**config.mk**
```make
export PLATFORM = sky130hd
export DESIGN_NAME = alu_arbiter
export DESIGN_NICKNAME = d
export VERILOG_FILES = /design/src/rtl/alu_arbiter.sv
export SDC_FILE = /design/constraint.sdc
export NUM_CORES = 1
export LEC_CHECK = 0
export CAP_MARGIN = 10
export CORE_MARGIN = 3
export CORE_UTILIZATION = 31
export DETAILED_ROUTE_END_ITERATION = 8
export MAX_ROUTING_LAYER = met4
export PLACE_DENSITY = 0.68
export SYNTH_ARGS = -nofsm -noshare
export SYNTH_HDL_FRONTEND = slang
export SYNTH_SLANG_ARGS = --single-unit
```
**constraint.sdc**
```tcl
create_clock -name clk -period 2.2 [get_ports clk]
set_input_delay 0.22 -clock clk [delete_from_list [all_inputs] [get_ports clk]]
set_output_delay 0.22 -clock clk [all_outputs]
set_load 0.05 [all_outputs]
```
**src/rtl/alu_arbiter.sv**
```systemverilog
// alu_arbiter: two-requester round-robin front end for a shared combinational ALU.
// Sequences one operation at a time through IDLE -> EXEC -> RESP and holds the
// response until the consumer takes it.
// Optional build macro ALU_ARB_OPCHECK_EN: adds rsp_err and forces a zero result
// for opcodes the ALU does not implement.
module alu_arbiter #(
    parameter int unsigned DATA_W = 32,
    parameter int unsigned CNT_W  = 16
) (
    input  logic              clk,
    input  logic              rst_n,
    input  logic              req0_valid,
    output logic              req0_ready,
    input  logic [3:0]        req0_opcode,
    input  logic [DATA_W-1:0] req0_a,
    input  logic [DATA_W-1:0] req0_b,
    input  logic [4:0]        req0_shamt,
    input  logic              req1_valid,
    output logic              req1_ready,
    input  logic [3:0]        req1_opcode,
    input  logic [DATA_W-1:0] req1_a,
    input  logic [DATA_W-1:0] req1_b,
    input  logic [4:0]        req1_shamt,
    output logic [3:0]        alu_opcode,
    output logic [DATA_W-1:0] alu_a,
    output logic [DATA_W-1:0] alu_b,
    output logic [4:0]        alu_shamt,
    input  logic [DATA_W-1:0] alu_out,
    input  logic              alu_zero,
    output logic              rsp_valid,
    input  logic              rsp_ready,
    output logic              rsp_id,
    output logic [DATA_W-1:0] rsp_result,
    output logic              rsp_zero,
`ifdef ALU_ARB_OPCHECK_EN
    output logic              rsp_err,
`endif
    output logic              busy,
    output logic [CNT_W-1:0]  ops_done
);

    typedef enum logic [1:0] {
        IDLE = 2'd0,
        EXEC = 2'd1,
        RESP = 2'd2
    } state_t;

    state_t state;
    state_t state_nxt;
    logic   last_grant;
    logic   grant_id;
    logic   accept;

    // Round-robin pick: a lone requester wins, a tie goes to the one not served last.
    always_comb begin
        grant_id = 1'b0;
        if (req0_valid && req1_valid) begin
            grant_id = ~last_grant;
        end else if (req1_valid) begin
            grant_id = 1'b1;
        end
    end

    // Next state and handshake decode; ready is gated by rst_n so it stays low in reset.
    always_comb begin
        state_nxt  = state;
        accept     = 1'b0;
        req0_ready = 1'b0;
        req1_ready = 1'b0;
        case (state)
            IDLE: begin
                if (rst_n && (req0_valid || req1_valid)) begin
                    accept     = 1'b1;
                    req0_ready = ~grant_id;
                    req1_ready = grant_id;
                    state_nxt  = EXEC;
                end
            end
            EXEC: state_nxt = RESP;
            RESP: begin
                if (rsp_ready) begin
                    state_nxt = IDLE;
                end
            end
            default: state_nxt = IDLE;
        endcase
    end

    // State register.
    always_ff @(posedge clk or negedge rst_n) begin
        if (!rst_n) begin
            state <= IDLE;
        end else begin
            state <= state_nxt;
        end
    end

`ifdef ALU_ARB_OPCHECK_EN
    logic op_illegal;

    // Flag opcodes outside the implemented ALU set.
    always_comb begin
        op_illegal = 1'b1;
        case (alu_opcode)
            4'd0, 4'd1, 4'd2, 4'd4, 4'd6, 4'd7, 4'd8: op_illegal = 1'b0;
            default: op_illegal = 1'b1;
        endcase
    end
`endif

    // Datapath: latch the granted operation, capture the ALU result, count handshakes.
    always_ff @(posedge clk or negedge rst_n) begin
        if (!rst_n) begin
            last_grant <= 1'b1;
            alu_opcode <= '0;
            alu_a      <= '0;
            alu_b      <= '0;
            alu_shamt  <= '0;
            rsp_valid  <= 1'b0;
            rsp_id     <= 1'b0;
            rsp_result <= '0;
            rsp_zero   <= 1'b0;
`ifdef ALU_ARB_OPCHECK_EN
            rsp_err    <= 1'b0;
`endif
            busy       <= 1'b0;
            ops_done   <= '0;
        end else begin
            busy <= (state_nxt != IDLE);
            if (accept) begin
                last_grant <= grant_id;
                rsp_id     <= grant_id;
                alu_opcode <= grant_id ? req1_opcode : req0_opcode;
                alu_a      <= grant_id ? req1_a      : req0_a;
                alu_b      <= grant_id ? req1_b      : req0_b;
                alu_shamt  <= grant_id ? req1_shamt  : req0_shamt;
            end
            if (state == EXEC) begin
                rsp_valid  <= 1'b1;
`ifdef ALU_ARB_OPCHECK_EN
                rsp_result <= op_illegal ? '0 : alu_out;
                rsp_zero   <= op_illegal | alu_zero;
                rsp_err    <= op_illegal;
`else
                rsp_result <= alu_out;
                rsp_zero   <= alu_zero;
`endif
            end
            if ((state == RESP) && rsp_ready) begin
                rsp_valid <= 1'b0;
                ops_done  <= ops_done + CNT_W'(1);
            end
        end
    end

endmodule

```
# Yosys cells after proc, flatten, opt, wreduce, memory -nomap -nowiden
# Cells that the tools add are included.
# classes
add_sub_neg	1
n_eq_ne	2
mux	17
n_bitwise	2
reduce_logical	7
# ops
op	n
$mux W32	2
$add A16 B1 Y16 const B	1
$mux W1	10
$pmux W2 S3	1
$mux W5	1
$mux W2	2
$mux W4	1
$reduce_bool A2 Y1	2
$logic_and A1 B1 Y1	3
$eq A2 B1 Y1 const B	1
$eq A2 B2 Y1 const B	1
$logic_not A2 Y1	1
$not A1 Y1	2
$logic_or A1 B1 Y1	1
# totals
regBits	128
inputBits	184
wordCells	41

# Longest topological paths before layout
# Gate-level depths: netlist (run 1).
# logic_depth
depth_word	5
depth_mapped	7

# Least setup slack after synthesis (run 1)
# OpenSTA, ideal clock, no wires.
# synth_timing
path_type	flip-flop to flip-flop
startpoint	register ops_done[0]
endpoint	register ops_done[10]
setup_ns	0.142
arrival_time_ns	1.619
slack_ns	0.439
stages_incl_launch_ff	6
n_path_buf	0
period_less_slack_ns	1.761
cell_sequence	dfrtp_1 > ha_1 > nand3_1 > nor3_1 > nand4_1 > xnor2_1
# synth_via
elab_chain_cells	1
# synth_lines
item	line_no	text
from (decl)	39	output logic [CNT_W-1:0] ops_done
from (signal assigned)	151	ops_done <= ops_done + CNT_W'(1);
$add A16 B1 Y16	151	
# Every way passes these cells.
# A chain may end at the register's enable or synchronous reset.

# Final worst setup path (run 1)
# layout_timing
startpoint	register state[0]
endpoint	output port req0_ready
# layout_via
elab_chain_cells	2
# layout_lines
item	line_no	text
from (decl)	48	state_t state;
from (signal assigned)	94	state <= state_nxt;
$logic_not A2 Y1	70	case (state)
$mux W1	70	
to (decl)	13	output logic req0_ready,
# Every way passes these cells.

==> results of run 1 <==
-- worst reg2reg max path, stage by stage, from the launching register on --
cell and delay, ns:
sky130_fd_sc_hd__dfrtp_1 0.42, sky130_fd_sc_hd__nor3b_4 0.29, sky130_fd_sc_hd__o21ai_4 0.11, sky130_fd_sc_hd__buf_4 0.35
sky130_fd_sc_hd__a22o_1 0.43, sky130_fd_sc_hd__a21o_1 0.16
-- Yosys cell counts (2+ instances only) --
master                     instances  area share
sky130_fd_sc_hd__buf_6             6       0.013
sky130_fd_sc_hd__and3_1            2      0.0023
sky130_fd_sc_hd__xor2_1            7       0.011
sky130_fd_sc_hd__nor2_1            7      0.0049
sky130_fd_sc_hd__dfrtp_1         127        0.59
sky130_fd_sc_hd__nand2_1          11      0.0077
sky130_fd_sc_hd__nand3_1           6      0.0056
sky130_fd_sc_hd__a22o_1           73        0.12
sky130_fd_sc_hd__a21o_1           75        0.11
sky130_fd_sc_hd__nand2b_1          3      0.0035
sky130_fd_sc_hd__mux2_2           33       0.070
sky130_fd_sc_hd__inv_1             2      0.0014
sky130_fd_sc_hd__and4_1            3      0.0049
sky130_fd_sc_hd__clkbuf_1          5      0.0035
sky130_fd_sc_hd__nand4_1           2      0.0023
sky130_fd_sc_hd__buf_2            17       0.016
sky130_fd_sc_hd__xnor2_1           8       0.013
-- layer usage --
layer	part of all wire	global-route usage
met3	0.073	0.0577
met5	0	-
met4	0.015	0.0565
met2	0.51	0.320
met1	0.40	0.219
-- cell families after synthesis --
family                   after synthesis  share of synthesized area
adder cells (fa/ha/maj)                1                    0.00234
AND/OR/NAND/NOR                       39                     0.0401
XOR/XNOR                              15                     0.0246
flip-flops                           128                      0.600
AO/OA/AOI/OAI                        151                      0.229
buffers and inverters                 31                     0.0349
multiplexers                          33                     0.0696
-- flip-flops by register name, summed over array words and instances (netlist names) --
name and count:
alu_a 32, alu_b 32, rsp_result 32, ops_done 16, alu_shamt 5, alu_opcode 4
state 2, busy 1, last_grant 1, rsp_id 1, rsp_valid 1, rsp_zero 1
-- what timing repair did --
| action | in CTS | in global routing |
|---|---|---|
| setup endpoints to repair | 0 | 1 |
| hold endpoints to repair | 9 | 0 |
| hold buffers | 1 | 0 |
| resized for setup | 0 | 1 |
-- worst paths after layout --
check                           start             end  cells past startpoint
max                          state[0]      req0_ready                      5
min                             rst_n  rsp_result[29]                      2
max reg2reg                  state[0]       alu_a[30]                      5
min reg2reg                 rsp_valid       rsp_valid                      2
max in group asynchronous       rst_n  rsp_result[30]                      2
min in group clk           req0_b[21]       alu_b[21]                      2
-- final cells by class --
cell class	instances	area [µm²]	area share
repair buffers	320	3220	0.345
flip-flops and latches	128	3200	0.343
multi-input cells	239	1980	0.212
clock buffers	19	443	0.0474
well taps	220	275	0.0295
clock inverters	13	210	0.0225
inverters	2	7.51	0.000804
-- stage by stage --
stage	worst slack (ns)	utilization	hold WS, ns	area [µm²]
floorplan	0.439	-	-0.0756	5340
global placement	0.168	0.519	0.0663	8670
detailed placement	0.108	0.519	0.0732	8670
CTS	0.0217	0.559	0.0258	9330
global route	0.00447	0.559	0.0830	9340
finish	0.117	0.559	0.0203	9340
-- power by group through the flow --
stage          clock [W]  combinational (W)  sequential (W)
3_3_place_gp           0            0.00802         0.00397
6_report         0.00311            0.00807         0.00398
3_5_place_dp           0            0.00811         0.00400
5_1_grt          0.00326            0.00841         0.00412
4_1_cts          0.00317            0.00814         0.00399
2_1_floorplan          0            0.00167         0.00748
==> impl_summary.txt, run 1 <==
----------------------------------------------------
[STA]
  Worst clock skew ... 0.00831 ns
  Unrepaired setup endpoints after global routing ... false
  Final setup violation count ... 0
  Worst slew margin ... 0.465
  Final number of hold-violating endpoints ... 0
  Final sum of negative setup slack ... 0 ns
  Worst-Margin Slew ... 0.803 ns
  Number of pins with negative max-slew slack in the final report ... 0
  Tcrit/Tclk final ... 0.947
  Maximum frequency from static timing analysis ... 480 MHz
  Minimum clock period ... 2.08 ns

[Detailed routing]
  Total iterations of the first detailed-routing run ... 5
  Antenna-violating nets left ... 0
  Vias post-DR ... 4591
  Post-detailed-route via-to-cell ratio ... 4.88
  Number of violations reported at the end of detailed-routing iteration 0 ... 198
  DRC viols ... 0
  Post-detailed-route wirelength per cell ... 18.7 µm
  Total wire length after detailed routing ... 17600 µm

[Finish]
  Non-filler cells, final ... 941
  Final-layout fill cell count ... 1392
  Layout cells sized above 1 ... 0.117
  Area grow syn2layout ... 74.9%
  Most frequent cells in the layout ... sky130_fd_sc_hd__clkdlybuf4s50_1, sky130_fd_sc_hd__dfrtp_1, sky130_fd_sc_hd__a21o_1, sky130_fd_sc_hd__a22o_1, sky130_fd_sc_hd__mux2_2
  Final net count ... 893
  Most common cell after layout, fill and taps aside ... sky130_fd_sc_hd__clkdlybuf4s50_1
  Final antenna diode count ... 0

[Placed design]
  Final Wtd Congestion ... 0.773
  # placed instances ... 908
  Detailed Place HPWL ... 12800 µm
  Buffers added on ports ... 310

[Setup path]
  Crit-path leading delay family ... flip-flops
  Type of the worst setup path ... register to output pin
  Critical path endpoint category ... output pin
  Cells along the critical path ... nor3b_4 -> o21ai_4 -> a21oi_4 -> buf_4 -> buf_12
  Data arrival at the endpoint of the critical path ... 1.86 ns
  CP Launch Type ... register
  Setup slack on the worst flop-to-flop path ... 0.33 ns
  CP Max Fanout ... 6
  Max stage delay cell, worst path ... sky130_fd_sc_hd__dfrtp_1
  Largest stage delay on the critical path ... 0.42 ns
  Buffer and inverter count on the worst path ... 2
  Worst endpoint required time ... 1.98 ns

[Logic synthesis]
  Sequential element share of the synthesized area ... 0.600
  Synth Area per Inst ... 13.4 µm²
  Count of mapped cells out of synthesis ... 398
  Number of register bits inferred by synthesis ... 128
  Number of flops mapped to enable cells by yosys ... 0
  Share of synthesized flip-flops with an asynchronous set or reset ... 1.00
  Number of unique standard cell types used by synthesis ... 28
  Summed instance area of the synthesized netlist ... 5340 µm²
  Synthesized Nets ... 583
  Main synth FF type ... sky130_fd_sc_hd__dfrtp_1
  Syn. warnings ... 0

[Job]
  Max-cap violation count ... 0

[Global routing]
  Total Routing Usage GR ... 0.190
  Total congestion overflow after global routing ... 0
  Maximum number of pins on one net before global-route repair ... 71
  Number of antenna violations at the first check in global routing ... 0
  Vias in the first global route ... 4932
  First-pass GRT wire length ... 26800 µm

[Pwr]
  Internal Power ... 0.00852 W
  Peak supply drop ... 0.000894 V
  Reg power frac ... 0.263
  Combinational cell fraction of total power ... 0.532
  Power Total ... 0.0152 W
  Net switching power of the design ... 0.00663 W
  Standby leakage power ... 4.32 nW
  Total power divided by cell area ... 1620 nW/µm²
  Share of total power in the clock network ... 0.205
  Fraction of power spent switching nets ... 0.438

[Die]
  Area of the placeable core ... 16700 µm²
  Die height ... 137 µm
  Chip width ... 137 µm
  Num rows ... 47
  Die Area ... 18800 µm²
  I/O pin cnt ... 311
  Initial core utilization ... 0.320

[CTS]
  Maximum buffer depth of the clock tree ... 2
  Count of H-tree levels built during CTS ... 4
  Master cell of the clock root buffer ... sky130_fd_sc_hd__clkbuf_16
  Total clock sinks ... 128
  Count of buffers added by post-CTS timing repair for setup ... 0
  Clock transition time at the flip-flop clock pins of the worst setup and hold paths ... 0.06 ns
  Total clock buffers created by CTS ... 17
  Clock tree from TritonCTS ... built
  Worst skew pair latency ... 0.42 ns

[Min path]
  Class of the most critical hold timing path ... primary input to async pin

[Status]
  Run status ... finished clean

----------------------------------------------------
(Power assumes the default switching activity.)
==> run 2, diff against run 1 <==
- CELL_PAD_IN_SITES_DETAIL_PLACEMENT: not set -> 1
- CELL_PAD_IN_SITES_GLOBAL_PLACEMENT: not set -> 1
- CORE_UTILIZATION: 31 -> 29
- HOLD_SLACK_MARGIN: not set -> 0.15
- PLACE_DENSITY: 0.68 -> not set
- PLACE_DENSITY_LB_ADDON: not set -> 0.1
==> run 2 against run 1 <==
- combinational power grew 0.9%
- sequential power is essentially flat
- die area grew 6.6%
- design area shrank 0.19%
- flip-flop and latch count is the same
- non-clock buffer count shrank 1
- via count grew 0.65%
- hold slack gained 0.37 ns
- sequential share of layout area grew 0.064 points
- clock skew shrank 0.0041 ns
- largest cell class unchanged
- highest routed layer unchanged
==> impl_summary.txt, run 2 (synthesized netlist as in run 1, its figures left out) <==
----------------------------------------------------
[Global routing]
  Total congestion overflow after global routing ... 0 (unchanged)
  First-pass GRT wire length ... 30400 µm (+14%)
  Total Routing Usage GR ... 0.204 (+0.0139)
  Maximum number of pins on one net before global-route repair ... 129 (+82%)
  Vias in the first global route ... 5304 (+7.5%)
  Number of antenna violations at the first check in global routing ... 0 (unchanged)

[Die]
  Die height ... 142 µm (+3.2%)
  I/O pin cnt ... 311 (unchanged)
  Num rows ... 48 (+2.1%)
  Die Area ... 20100 µm² (+6.6%)
  Initial core utilization ... 0.303 (-0.0173)
  Area of the placeable core ... 17700 µm² (+5.7%)
  Chip width ... 142 µm (+3.2%)

[Finish]
  Final antenna diode count ... 0 (unchanged)
  Non-filler cells, final ... 945 (+0.43%)
  Most frequent cells in the layout ... sky130_fd_sc_hd__clkdlybuf4s50_1, sky130_fd_sc_hd__dfrtp_1, sky130_fd_sc_hd__a21o_1, sky130_fd_sc_hd__a22o_1, sky130_fd_sc_hd__mux2_2
  Registers with the most flip-flops ... alu_a x32, alu_b x32, rsp_result x32
  Register area ... 3200 µm² (unchanged)
  Final net count ... 892 (-0.11%)
  Layout cells sized above 1 ... 0.113 (-0.00400)
  Most common cell after layout, fill and taps aside ... sky130_fd_sc_hd__clkdlybuf4s50_1
  Multi-input combinational cell area ... 1980 µm² (unchanged)
  Area grow syn2layout ... 74.5%
  Final-layout fill cell count ... 1809 (+30%)

[Setup path]
  Setup slack on the worst flop-to-flop path ... 0.30 ns (-0.03 ns)
  R2r startpoint ... state[1]
  Data arrival at the endpoint of the critical path ... 1.84 ns (-0.02 ns)
  CP Launch Type ... register
  Depth of the worst register-to-register path ... 5 (unchanged)
  CP Max Fanout ... 7 (+1)
  Type of the worst setup path ... register to output pin
  Critical path endpoint category ... output pin
  Launching element of the worst setup path ... state[1]
  Worst endpoint required time ... 1.98 ns (about the same)

[Detailed routing]
  Vias post-DR ... 4621 (+0.65%)
  Post-detailed-route wirelength per cell ... 21.0 µm (+13%)
  Total wire length after detailed routing ... 19900 µm (+13%)
  Total iterations of the first detailed-routing run ... 4 (-1)
  Number of violations reported at the end of detailed-routing iteration 0 ... 149 (-25%)
  Post-detailed-route via-to-cell ratio ... 4.89 (+0.23%)
  Antenna-violating nets left ... 0 (unchanged)
  DRC viols ... 0 (unchanged)

[STA]
  Worst slew margin ... 0.537 (+0.0721)
  Worst clock skew ... 0.00425 ns (-0.00406 ns)
  Final sum of negative setup slack ... 0 ns (unchanged)
  Final setup violation count ... 0 (unchanged)
  Worst-Margin Slew ... 0.695 ns (-0.108 ns)
  Number of pins with negative max-slew slack in the final report ... 0 (unchanged)
  Unrepaired setup endpoints after global routing ... false
  Minimum clock period ... 2.06 ns (-0.0241 ns)
  Final number of hold-violating endpoints ... 0 (unchanged)
  Tcrit/Tclk final ... 0.936 (-0.0110)
  Maximum frequency from static timing analysis ... 486 MHz (+1.2%)

[CTS]
  Count of H-tree levels built during CTS ... 4 (unchanged)
  Maximum buffer depth of the clock tree ... 2 (unchanged)
  Total clock buffers created by CTS ... 17 (unchanged)
  Worst skew pair latency ... 0.41 ns (about the same)
  Total clock sinks ... 128 (unchanged)
  Clock tree from TritonCTS ... built
  Master cell of the clock root buffer ... sky130_fd_sc_hd__clkbuf_16
  Count of buffers added by post-CTS timing repair for setup ... 0 (unchanged)
  Clock transition time at the flip-flop clock pins of the worst setup and hold paths ... 0.06 ns (about the same)

[Pwr]
  Internal Power ... 0.00841 W (-1.4%)
  Standby leakage power ... 4.31 nW (-0.16%)
  Combinational cell fraction of total power ... 0.539 (+0.007)
  Net switching power of the design ... 0.00670 W (+0.95%)
  Share of total power in the clock network ... 0.196 (-0.009)
  Peak supply drop ... 0.000957 V (+7.1%)
  Fraction of power spent switching nets ... 0.443 (+0.00573)
  Reg power frac ... 0.265 (+0.002)
  Total power divided by cell area ... 1620 nW/µm² (-0.16%)

[Status]
  Run status ... finished clean

[Placed design]
  Final Wtd Congestion ... 0.833 (+7.7%)
  # placed instances ... 912 (+0.44%)
  Buffers added on ports ... 310 (unchanged)
  Detailed Place HPWL ... 14400 µm (+13%)

[Job]
  Max-cap violation count ... 0 (unchanged)

[Min path]
  Hold depth ... 2
  Start point of the worst min-delay path ... req0_a[24]
  Class of the most critical hold timing path ... primary input to register

----------------------------------------------------
==> run 2: stage by stage <==
step                      power (W)  cell area (µm²)   util  setup slack, ns  hold slack (ns)
final                        0.0151             9320  0.528            0.141            0.388
after floorplan             0.00915             5340      -            0.439          -0.0756
after global placement       0.0120             8690  0.492            0.265            0.421
after CTS                    0.0153             9320  0.528           0.0488            0.364
after detailed placement     0.0122             8690  0.492            0.210            0.427
after global routing         0.0158             9320  0.528           0.0316            0.372
==> run 2: power by group through the flow <==
| stage | Sequential [W] | Clock, W | Combinational [W] |
|---|---|---|---|
| final | 0.00400 | 0.00297 | 0.00814 |
| after floorplan | 0.00748 | 0 | 0.00167 |
| after global placement | 0.00397 | 0 | 0.00808 |
| after detailed placement | 0.00402 | 0 | 0.00821 |
| after CTS | 0.00401 | 0.00305 | 0.00824 |
| after global routing | 0.00414 | 0.00316 | 0.00850 |
==> run 2: final cells by class <==
| type | count | share of cell area |
|---|---|---|
| repair buffers | 319 | 0.348 |
| well taps | 225 | 0.0302 |
| inverters | 2 | 0.000805 |
| clock inverters | 11 | 0.0173 |
| clock buffers | 21 | 0.0483 |
| flip-flops and latches | 128 | 0.344 |
| multi-input cells | 239 | 0.212 |
==> run 2: critical path, stage by stage, from the launching register on <==
cell and delay [ns]:
sky130_fd_sc_hd__dfrtp_1 0.44, sky130_fd_sc_hd__nor3b_4 0.31, sky130_fd_sc_hd__o21ai_4 0.16, sky130_fd_sc_hd__a21oi_4 0.32, sky130_fd_sc_hd__buf_12 0.19
==> run 2: metal layers <==
layer  track usage  share of wire
met1         0.222           0.37
met2         0.349           0.52
met3        0.0634          0.075
met4        0.0793          0.028
met5             -              0
==> run 2: repair_timing <==
action                                  CTS  global route
endpoints found under the setup margin    0             1
resized for setup                         0             1
hold buffers                              1             0
endpoints found under the hold margin   127             0
==> run 2: path summary, 6_finish.rpt <==
| path | to |
|---|---|
| max reg2reg | alu_b[4] |
| max in group asynchronous | alu_b[23] |
| min reg2reg | ops_done[15] |
| min in group asynchronous | ops_done[0] |
| max | req0_ready |
| min | alu_a[24] |
